--- src/rtl/hc_control_sequencer_pkg.sv ---
// Shared types, CSR map, control codes and completion-record layout for the
// host-controlled sequencer.
package hc_pkg;

   localparam int HC_BUFFER_SIZE = 4;
   localparam int CL_ADDR_W      = 42;

   typedef logic [CL_ADDR_W-1:0] t_ccip_clAddr;
   typedef logic [511:0]         t_buffer_data;
   typedef logic [63:0]          t_hc_address;

   typedef struct packed {
      t_hc_address address;
      logic [31:0] size;
   } t_hc_buffer;

   // MMIO header address counts 32-bit words.
   typedef struct packed {
      logic [15:0] address;
   } t_ccip_c0_ReqMmioHdr;

   typedef struct packed {
      logic                mmioWrValid;
      t_ccip_c0_ReqMmioHdr hdr;
      logic [63:0]         data;
   } t_if_ccip_c0_Rx;

   typedef enum logic [2:0] {
      S_RESET  = 3'd0,
      S_IDLE   = 3'd1,
      S_RUN    = 3'd2,
      S_DSM_WR = 3'd3,
      S_DONE   = 3'd4
   } t_hc_seq_state;

   localparam logic [31:0] HC_CONTROL_ASSERT_RST   = 32'd0;
   localparam logic [31:0] HC_CONTROL_DEASSERT_RST = 32'd1;
   localparam logic [31:0] HC_CONTROL_START        = 32'd3;
   localparam logic [31:0] HC_CONTROL_STOP         = 32'd7;

   localparam logic [17:0] CSR_MMIO_LIMIT   = 18'h400;
   localparam logic [17:0] CSR_DSM_BASE     = 18'h110;
   localparam logic [17:0] CSR_CONTROL      = 18'h118;
   localparam logic [17:0] CSR_BUF_BASE     = 18'h120;
   localparam logic [17:0] CSR_BUF_STRIDE   = 18'h010;
   localparam logic [17:0] CSR_BUF_SIZE_OFS = 18'h008;

   localparam int DSM_DONE_BIT    = 0;
   localparam int DSM_STOPPED_BIT = 1;
   localparam int DSM_COUNT_LSB   = 64;

   function automatic logic [17:0] csr_buf_addr(input int idx, input logic size_sel);
      return CSR_BUF_BASE + CSR_BUF_STRIDE * 18'(idx) + (size_sel ? CSR_BUF_SIZE_OFS : 18'h0);
   endfunction

endpackage

--- src/rtl/hc_control_sequencer_if.sv ---
// Completion-record write handshake toward the DSM writer.
interface hc_control_sequencer_if;
   import hc_pkg::*;

   logic         dsm_wr_valid;
   t_ccip_clAddr dsm_wr_addr;
   t_buffer_data dsm_wr_data;
   logic         dsm_wr_ack;

   modport master (output dsm_wr_valid, output dsm_wr_addr, output dsm_wr_data, input dsm_wr_ack);
   modport slave  (input dsm_wr_valid, input dsm_wr_addr, input dsm_wr_data, output dsm_wr_ack);
endinterface

--- src/rtl/hc_control_sequencer_csr_decode.sv ---
// Combinational MMIO write decode: descriptor index/field, control and DSM-base strobes.
module hc_csr_decode
   import hc_pkg::*;
#(
   parameter int NUM_BUFFERS = HC_BUFFER_SIZE,
   parameter int IDX_W       = 2
) (
   input  logic             wr_valid,
   input  logic [15:0]      wr_addr,
   output logic [IDX_W-1:0] buf_idx,
   output logic             buf_sel_size,
   output logic             buf_wr,
   output logic             ctl_wr,
   output logic             dsm_base_wr
);
   logic [17:0] byte_addr;
   logic        in_range;

   always_comb begin
      byte_addr    = {wr_addr, 2'b00};
      in_range     = wr_valid && (byte_addr < CSR_MMIO_LIMIT);
      ctl_wr       = in_range && (byte_addr == CSR_CONTROL);
      dsm_base_wr  = in_range && (byte_addr == CSR_DSM_BASE);
      buf_idx      = '0;
      buf_sel_size = 1'b0;
      buf_wr       = 1'b0;
      // Only exact descriptor slots below NUM_BUFFERS decode; anything else is dropped.
      for (int i = 0; i < NUM_BUFFERS; i++) begin
         if (in_range && (byte_addr == csr_buf_addr(i, 1'b0))) begin
            buf_idx = IDX_W'(i);
            buf_wr  = 1'b1;
         end
         if (in_range && (byte_addr == csr_buf_addr(i, 1'b1))) begin
            buf_idx      = IDX_W'(i);
            buf_sel_size = 1'b1;
            buf_wr       = 1'b1;
         end
      end
   end
endmodule

--- src/rtl/hc_control_sequencer.sv ---
// Host-controlled run sequencer: holds descriptors, releases user reset, times the
// run and posts a completion record to the DSM.
module hc_control_sequencer
   import hc_pkg::*;
#(
   parameter int NUM_BUFFERS     = HC_BUFFER_SIZE,
   parameter int DSM_DONE_OFFSET = 0
) (
   input  logic                   clk,
   input  logic                   reset_n,
   input  t_if_ccip_c0_Rx         mmio_rx,
   output t_hc_buffer             buffer_table [NUM_BUFFERS],
   output t_hc_address            dsm_base,
   output logic                   user_rst_n,
   output logic                   user_start,
   input  logic                   user_done,
   hc_control_sequencer_if.master dsm_wr,
   output t_hc_seq_state          state
);
   localparam int IDX_W = (NUM_BUFFERS > 1) ? $clog2(NUM_BUFFERS) : 1;

   logic [IDX_W-1:0] buf_idx;
   logic             buf_sel_size, buf_wr, ctl_wr, dsm_base_wr;
   logic [31:0]      ctl_code;
   logic             cmd_assert, cmd_deassert, cmd_start, cmd_stop, cfg_open;

   t_hc_seq_state state_reg, state_next;
   t_hc_address   dsm_base_reg;
   t_hc_buffer    table_reg [NUM_BUFFERS];
   logic [63:0]   cycle_count_reg;
   logic          stopped_reg, start_reg;

   hc_csr_decode #(.NUM_BUFFERS(NUM_BUFFERS), .IDX_W(IDX_W)) u_decode (
      .wr_valid     (mmio_rx.mmioWrValid),
      .wr_addr      (mmio_rx.hdr.address),
      .buf_idx      (buf_idx),
      .buf_sel_size (buf_sel_size),
      .buf_wr       (buf_wr),
      .ctl_wr       (ctl_wr),
      .dsm_base_wr  (dsm_base_wr)
   );

   assign ctl_code     = mmio_rx.data[31:0];
   assign cmd_assert   = ctl_wr && (ctl_code == HC_CONTROL_ASSERT_RST);
   assign cmd_deassert = ctl_wr && (ctl_code == HC_CONTROL_DEASSERT_RST);
   assign cmd_start    = ctl_wr && (ctl_code == HC_CONTROL_START);
   assign cmd_stop     = ctl_wr && (ctl_code == HC_CONTROL_STOP);
   // Configuration is frozen while the user logic may be reading it.
   assign cfg_open     = (state_reg != S_RUN) && (state_reg != S_DSM_WR);

   always_ff @(posedge clk or negedge reset_n) begin
      if (!reset_n) state_reg <= S_RESET;
      else          state_reg <= state_next;
   end

   always_comb begin
      state_next = state_reg;
      case (state_reg)
         S_RESET:  if (cmd_deassert) state_next = S_IDLE;
         S_IDLE:   if (cmd_start) state_next = S_RUN;
         S_RUN:    if (user_done || cmd_stop) state_next = S_DSM_WR;
         S_DSM_WR: if (dsm_wr.dsm_wr_ack) state_next = S_DONE;
         S_DONE:   state_next = S_DONE;
         default:  state_next = S_RESET;
      endcase
      // Reset request wins over everything, including an ack in flight.
      if (cmd_assert) state_next = S_RESET;
   end

   always_ff @(posedge clk or negedge reset_n) begin
      if (!reset_n) begin
         dsm_base_reg    <= '0;
         for (int i = 0; i < NUM_BUFFERS; i++) table_reg[i] <= '0;
         cycle_count_reg <= '0;
         stopped_reg     <= 1'b0;
         start_reg       <= 1'b0;
      end else begin
         start_reg <= (state_reg == S_IDLE) && (state_next == S_RUN);
         if (dsm_base_wr && cfg_open) dsm_base_reg <= mmio_rx.data;
         if (buf_wr && cfg_open) begin
            for (int i = 0; i < NUM_BUFFERS; i++) begin
               if (buf_idx == IDX_W'(i)) begin
                  if (buf_sel_size) table_reg[i].size    <= mmio_rx.data[31:0];
                  else              table_reg[i].address <= mmio_rx.data;
               end
            end
         end
         if ((state_reg != S_RUN) && (state_next == S_RUN)) begin
            cycle_count_reg <= '0;
            stopped_reg     <= 1'b0;
         end else if (state_reg == S_RUN) begin
            if (cycle_count_reg != '1) cycle_count_reg <= cycle_count_reg + 64'd1;
            if (cmd_stop) stopped_reg <= 1'b1;
         end
      end
   end

   always_comb begin
      state               = state_reg;
      user_rst_n          = (state_reg != S_RESET);
      user_start          = start_reg;
      dsm_base            = dsm_base_reg;
      buffer_table        = table_reg;
      dsm_wr.dsm_wr_valid = (state_reg == S_DSM_WR);
      dsm_wr.dsm_wr_addr  = '0;
      dsm_wr.dsm_wr_data  = '0;
      if (state_reg == S_DSM_WR) begin
         dsm_wr.dsm_wr_addr = dsm_base_reg[CL_ADDR_W+5:6] + t_ccip_clAddr'(DSM_DONE_OFFSET);
         dsm_wr.dsm_wr_data[DSM_COUNT_LSB +: 64] = cycle_count_reg;
         dsm_wr.dsm_wr_data[DSM_STOPPED_BIT]     = stopped_reg;
         dsm_wr.dsm_wr_data[DSM_DONE_BIT]        = 1'b1;
      end
   end
endmodule
--- src/flat_wrapper.sv ---
// flat-port wrapper written by rule: the top's interface ports become plain ports
module hc_control_sequencer_flat import hc_pkg::*;
#(
   parameter int NUM_BUFFERS     = HC_BUFFER_SIZE,
   parameter int DSM_DONE_OFFSET = 0
)
  (clk, reset_n, mmio_rx, buffer_table, dsm_base, user_rst_n, user_start, user_done, state, dsm_wr_dsm_wr_valid, dsm_wr_dsm_wr_addr, dsm_wr_dsm_wr_data, dsm_wr_dsm_wr_ack);
  hc_control_sequencer_if dsm_wr_i ();
  input  logic clk;
  input  logic reset_n;
  input  t_if_ccip_c0_Rx mmio_rx;
  output t_hc_buffer buffer_table[NUM_BUFFERS];
  output t_hc_address dsm_base;
  output logic user_rst_n;
  output logic user_start;
  input  logic user_done;
  output t_hc_seq_state state;
  output wire logic [$bits(dsm_wr_i.dsm_wr_valid)-1:0] dsm_wr_dsm_wr_valid;
  output wire logic [$bits(dsm_wr_i.dsm_wr_addr)-1:0] dsm_wr_dsm_wr_addr;
  output wire logic [$bits(dsm_wr_i.dsm_wr_data)-1:0] dsm_wr_dsm_wr_data;
  input wire logic [$bits(dsm_wr_i.dsm_wr_ack)-1:0] dsm_wr_dsm_wr_ack;
  assign dsm_wr_dsm_wr_valid = dsm_wr_i.dsm_wr_valid;
  assign dsm_wr_dsm_wr_addr = dsm_wr_i.dsm_wr_addr;
  assign dsm_wr_dsm_wr_data = dsm_wr_i.dsm_wr_data;
  assign dsm_wr_i.dsm_wr_ack = dsm_wr_dsm_wr_ack;
  hc_control_sequencer #(.NUM_BUFFERS(NUM_BUFFERS), .DSM_DONE_OFFSET(DSM_DONE_OFFSET)) u_core (.clk(clk), .reset_n(reset_n), .mmio_rx(mmio_rx), .buffer_table(buffer_table), .dsm_base(dsm_base), .user_rst_n(user_rst_n), .user_start(user_start), .user_done(user_done), .dsm_wr(dsm_wr_i), .state(state));
endmodule
--- config.mk ---
export PLATFORM = sky130hd
export DESIGN_NAME = hc_control_sequencer_flat
export DESIGN_NICKNAME = d
export VERILOG_FILES = /design/src/rtl/hc_control_sequencer_pkg.sv /design/src/rtl/hc_control_sequencer_if.sv /design/src/rtl/hc_control_sequencer_csr_decode.sv /design/src/rtl/hc_control_sequencer.sv /design/src/flat_wrapper.sv
export SDC_FILE = /design/constraint.sdc
export NUM_CORES = 1
export LEC_CHECK = 0
export CAP_MARGIN = 40
export CORE_AREA = 2 2 422 424
export DETAILED_ROUTE_END_ITERATION = 10
export DIE_AREA = 0 0 424 426
export DONT_BUFFER_PORTS = 1
export PLACE_DENSITY_LB_ADDON = 0.12
export SLEW_MARGIN = 20
export SYNTH_ARGS = -nofsm -noshare
export SYNTH_HDL_FRONTEND = slang
export SYNTH_SLANG_ARGS = --single-unit
--- constraint.sdc ---
create_clock -name clk -period 2.4 [get_ports clk]
set_input_delay 0 -clock clk [delete_from_list [all_inputs] [get_ports clk]]
set_output_delay 0 -clock clk [all_outputs]
set_load 0.02 [all_outputs]
### Word level (Yosys, flattened, before mapping)

Cells that the tools add are included.

* register bits after elaboration: 517
* input port bits: 85
* output and inout bits: 1008
* logic and storage cells: 111

* add/subtract/negate cells: 1
* magnitude comparators: 1
* equal/unequal tests: 24
* multiplexer cells: 33
* bitwise gates (word level): 1
* reduce and logical (&&, ||, !) cells: 38

Operators with widths (count)
* $mux 64: 4
* $eq 16x7->1 const B: 10
* $add 64x1->64 const B: 1
* $ne 64x64->1 const B: 1
* $mux 42: 1
* $eq 32x1->1 const B: 1
* $eq 32x2->1 const B: 1
* $eq 32x3->1 const B: 1
* $logic_not 32->1: 1
* $reduce_and 3->1: 8
* $logic_and 1x1->1: 20
* $lt 18x11->1 const B: 1
* $mux 1: 16
* $mux 3: 5
* $pmux 3 s5: 1
* $mux 2: 6
* $eq 3x2->1 const B: 3
* $ne 3x2->1 const B: 2
* $reduce_bool 2->1: 3
* $eq 2x2->1 const B: 2
* $reduce_and 2->1: 2
* $eq 3x1->1 const B: 1
* $eq 3x3->1 const B: 1
* $logic_not 3->1: 1
* 5 further kinds: 5

### Logic depth before layout (Yosys ltp)

* word-level depth: 13
* gate-level depth with buffers: 9
* depth with buffers taken out: 7

### Modules after synthesis

A second synthesis with hierarchy kept.

* cell total of the unflattened synthesis: 2047
* area, all modules: 24967.7 um^2

By module, submodules not included
* hc_control_sequencer: times used 1, cells an instance 2032, area an instance 24855.1 um^2, seq. area each 12937.4 um^2
* hc_csr_decode: times used 1, cells an instance 15, area an instance 112.6 um^2, seq. area each 0.0 um^2

### Worst setup path after synthesis

OpenSTA, ideal clock, no wires.

* kind: register -> register
* start: reg u_core.state_reg[0] (netlist: u_core.state[0])
* end: reg u_core.cycle_count_reg[37]
* library setup time: 0.066 ns
* arrival time: 2.166 ns
* data required time: 2.334 ns
* setup slack: 0.168 ns
* cell stages (with the launch flop): 9
* path buffers: 2
* clock period less this slack: 2.232 ns
* cell sequence: dfrtp_1 > buf_2 > or3b_4 > nor3_1 > and3_1 > buf_2 > nand4_1 > or4_1 > nand2_1

* longest elaborated chain between the ends: 7
* elaborated cells on any way between the ends: 18
* classes of those cells: eq/ne: 6; mux: 7; reduce/logical: 5

RTL lines
* start: declaration: line hc_control_sequencer.sv:27 `t_hc_seq_state state_reg, state_next;`
* start signal: assignment: line hc_control_sequencer.sv:53 `else state_reg <= state_next;`
* $eq 3x3->1 (tied with other cells): line hc_control_sequencer.sv:58 `case (state_reg)`
* $pmux 3 s5: line hc_control_sequencer.sv:58
* $mux 3: line hc_control_sequencer.sv:67 `if (cmd_assert) state_next = S_RESET;`
* $eq 3x2->1: line hc_control_sequencer.sv:88 `if ((state_reg != S_RUN) && (state_next == S_RUN)) begin`
* $logic_and 1x1->1: line hc_control_sequencer.sv:88
* $reduce_bool 2->1 (no line)
* $reduce_and 2->1 (no line)
* end signal: assignment: line hc_control_sequencer.sv:92 `if (cycle_count_reg != '1) cycle_count_reg <= cycle_count_reg + 64'd1;`
* end: declaration: line hc_control_sequencer.sv:30 `logic [63:0] cycle_count_reg;`

Parallel ways exist; a longest one is shown, timed or not.
A chain may end at the register's enable or synchronous reset.

### Worst setup path in the final report

* start: in mmio_rx[76] (netlist bit)
* end: reg u_core.table_reg, in the netlist u_core.buffer_table[163]

* longest elaborated chain between the ends: 13
* elaborated cells on any way between the ends: 40
* classes of those cells: order compare: 1; eq/ne: 9; mux: 18; bitwise: 1; reduce/logical: 11

RTL lines
* start: declaration: line flat_wrapper.sv:11 `input t_if_ccip_c0_Rx mmio_rx;`
* $lt 18x11->1: line hc_control_sequencer_csr_decode.sv:21 `in_range = wr_valid && (byte_addr < CSR_MMIO_LIMIT);`
* $logic_and 1x1->1: line hc_control_sequencer_csr_decode.sv:21
* $logic_and 1x1->1: line hc_control_sequencer_csr_decode.sv:29 `if (in_range && (byte_addr == csr_buf_addr(i, 1'b0))) begin`
* $mux 1: line hc_control_sequencer_csr_decode.sv:29
* $mux 1: line hc_control_sequencer_csr_decode.sv:33 `if (in_range && (byte_addr == csr_buf_addr(i, 1'b1))) begin`
* $mux 1: line hc_control_sequencer_csr_decode.sv:29
* $mux 1: line hc_control_sequencer_csr_decode.sv:33
* $mux 1: line hc_control_sequencer_csr_decode.sv:29
* $mux 1: line hc_control_sequencer_csr_decode.sv:33
* $mux 1: line hc_control_sequencer_csr_decode.sv:29
* $mux 1: line hc_control_sequencer_csr_decode.sv:33
* $logic_and 1x1->1: line hc_control_sequencer.sv:80 `if (buf_wr && cfg_open) begin`
* $reduce_and 3->1 (no line) (*)
* end: declaration: line hc_control_sequencer.sv:29 `t_hc_buffer table_reg [NUM_BUFFERS];`

Mark *: on every way between the ends. The rest lies on a longest branch, timed or not.

==> results.ini <==
[clock_tree]
clock_sinks = 517
clk-insertion-delay-late_ns = 0.66
clockBufferDepth = 3
htreeDepth = 3
cts_made_buffers = 70
clk_pin_slew_ns = 0.05
root_buffer = clkbuf_16
cts_tree = built

[global_route]
grt-ovfl-total = 0
grt_max_degree = 518
antenna_found_initial = 9
grt_pass1_vias = 15665
grt_pass1_wl_um = 137000
grtUsageTotal_pct = 10.8

[power]
p_leak_nw = 14.6
power_frac_comb_pct = 5.6
power_density_mw_per_mm2 = 660
p_int_mw = 15.1
switching_share_pct = 26.0
ir_worst_vdd_v = 0.000433
clockPowerShare_pct = 51.5
finalPower_mw = 20.4
switchingPower_mw = 5.30
pwr-share-seq_pct = 42.9

[floorplan]
die_h_um = 426
fp-row-count = 154
core_area_mm2 = 0.176
die_x_um = 424
die-area_mm2 = 0.181
pin_count = 1093
initial_utilization_pct = 14.2

[worst_setup_path]
worstSetupPathType = in2reg
cp-start-kind = input port
cpMostUsedCell = dlygate4sd3_1
path_cells = dlygate4sd3_1 > nor2b_1 > nand4_1 > nor2_1 > nand2_1 > dlygate4sd3_1 > or3_4 > buf_12 > mux2_1
worstPathArrival_ns = 2.87
critPathSlowestCell = dlygate4sd3_1
crit_fanout = 25
required_ns = 2.92
slowest_delay_ns = 0.63
cp-end-kind = register

[cells_and_area]
drive_gt1_share_pct = 34.1
largest_reg_flops = 384
final_area_mm2 = 0.0308
fillers = 19295
syn2layout_area_growth_pct = 23.5
layout.nets = 2332
final_cell_mix = dfrtp_1 (516), conb_1 (446), mux2_2 (433)
layout_commonest_cell = dfrtp_1

[placement]
place_area_mm2 = 0.0274
portBuffers = 0
dpl.hpwl_um = 71400
place_congestion = 0.747

[synthesis]
netlist-cell-type-count = 53
synth_xor_area_share_pct = 1.58
yosys_warnings = 0
synth-edff-count = 0
ys_ff_latch = 517
synth_area_mm2 = 0.0250
seq_area_frac_synth_pct = 51.8
synthSimpleGateAreaFrac_pct = 9.14
synthArstFlopShare_pct = 100
synth_compound_area_share_pct = 1.70
synthAdderAreaFrac_pct = 0.0501
synth.area.mux_share_pct = 20.2
syn_inst = 2034
yosys_most_used_dff = dfrtp_1
synth_top_family_by_area = multiplexers
syn_area_per_cell_um2 = 12.3

[sta]
finClkSkew_ns = 0.0170
relSlewSlack_pct = 28.3
final_max_slew_viol_count = 0
hold_ws_ns = -0.0397
final_hold_viol_count = 32
finalSetupViolations = 0
tightest_slew_ns = 1.08
max_freq_mhz = 425
fin_crit_ns = 2.35
fin_crit_sh_pct = 97.9
rsz0062_at_grt = true

[route]
route.detailed.drc = 0
first_pass_iters = 5
wl_per_cell_um = 21.8
vias = 15323
drt_iter0_drc = 643
final_antenna_net_count = 0
vias_per_cell = 3.31
wl_um = 101000

[status]
status = finished with violations
violations = negative hold slack

[min_path]
hold_class = in2async

[flow_run]
maxCapViolations = 0

critical path, delay by kind of cell:
family | cells | cell delay [ns]
simple gates | 5 | 1.01
mux | 1 | 0.35
buf+inv | 3 | 1.43
synth_stat cells, types with 15 or more instances:
cell type / count / area (µm²)
dfrtp_1: 517 / 12900
buf_4: 447 / 3360
mux2_2: 433 / 4880
and2_1: 109 / 682
nor2_1: 73 / 274
buf_2: 53 / 265
clkbuf_1: 40 / 150
xnor2_1: 34 / 298
nand3_1: 32 / 160
nand4_1: 32 / 200
nand2_1: 31 / 116
a21oi_1: 23 / 115
nor3_1: 21 / 105
o21ai_0: 18 / 90.1
nor4_1: 17 / 106
buf_1: 16 / 60.1
mux2_1: 15 / 169
or3_1: 15 / 93.8
per-layer routing:
metal / up-vias / share of wire [%] / track usage, % / wire length, µm
met5: - / 0 / 0 / 0
met4: 0 / 3.2 / 4.02 / 3280
met3: 114 / 8.1 / 3.74 / 8170
met2: 705 / 52 / 19.3 / 52700
met1: 8019 / 37 / 11.7 / 37000
li1: 6485 / - / - / -
cell families (layout without fill, tap and decap cells):
kind of cell / Yosys count / after routing
compound gates: 67 / 67
xor+xnor: 45 / 45
fa+ha+maj: 1 / 1
buf+inv: 563 / 375
flops: 517 / 517
mux: 448 / 448
other cells: 1 / 447
simple gates: 392 / 392
power by group through the flow:
stage	Sequential [mW]	Clock, mW	Combinational [mW]
2_1_floorplan	8.89	0	1.24
3_3_place_gp	8.89	0	0.639
3_5_place_dp	8.88	0	0.640
4_1_cts	8.73	11.0	0.918
5_1_grt	8.72	11.3	1.24
6_report	8.73	10.5	1.13
final cells by class:
type,count,area (µm²),share of cell area [%]
flip-flops and latches,517,12900,42.0
diodes,1,2.50,0.00812
inverters,7,30.0,0.0974
clock buffers,92,1970,6.41
well taps,2340,2930,9.50
multi-input cells,1399,9990,32.4
repair buffers,251,2680,8.69
clock inverters,25,279,0.905
metrics by stage:
step	util [%]	setup WS, ns	hold WS [ns]	setup TNS (ns)	std cells
CTS	17.4	0.00814	-1.01	0	4623
floorplan	-	0.168	-0.296	0	2479
detailed placement	15.6	-0.185	-0.281	-7.08	4420
global route	17.5	-0.0455	-0.0528	-0.0936	4632
global placement	15.6	-0.206	-0.278	-6.66	4420
finish	17.5	0.0495	-0.0397	0	4632
final timing paths:
path	start	endpoint	slack, ns	cells past startpoint
hold / removal	reset_n	u_core.buffer_table[139]$_DFFE_PN0P_	-0.04	2
min in group clk	mmio_rx[23]	u_core.user_start$_DFF_PN0_	0.04	7
hold reg to reg	u_core.stopped_reg$_DFFE_PN0P_	u_core.stopped_reg$_DFFE_PN0P_	0.51	2
setup / recovery	mmio_rx[76]	u_core.buffer_table[163]$_DFFE_PN0P_	0.05	9
setup reg to reg	u_core.state[2]$_DFF_PN0_	u_core.cycle_count_reg[63]$_DFFE_PN0P_	0.15	7
max in group asynchronous	reset_n	u_core.cycle_count_reg[23]$_DFFE_PN0P_	0.56	4
timing repair:
item                                     CTS  global route
pin swaps                                  1             2
endpoints found under the hold margin   1025           393
buffers inserted                           4             2
cloned                                     2             0
hold buffers                              80             3
gates resized for setup                   32            12
endpoints found under the setup margin   101            60
(Power assumes the default switching activity.)
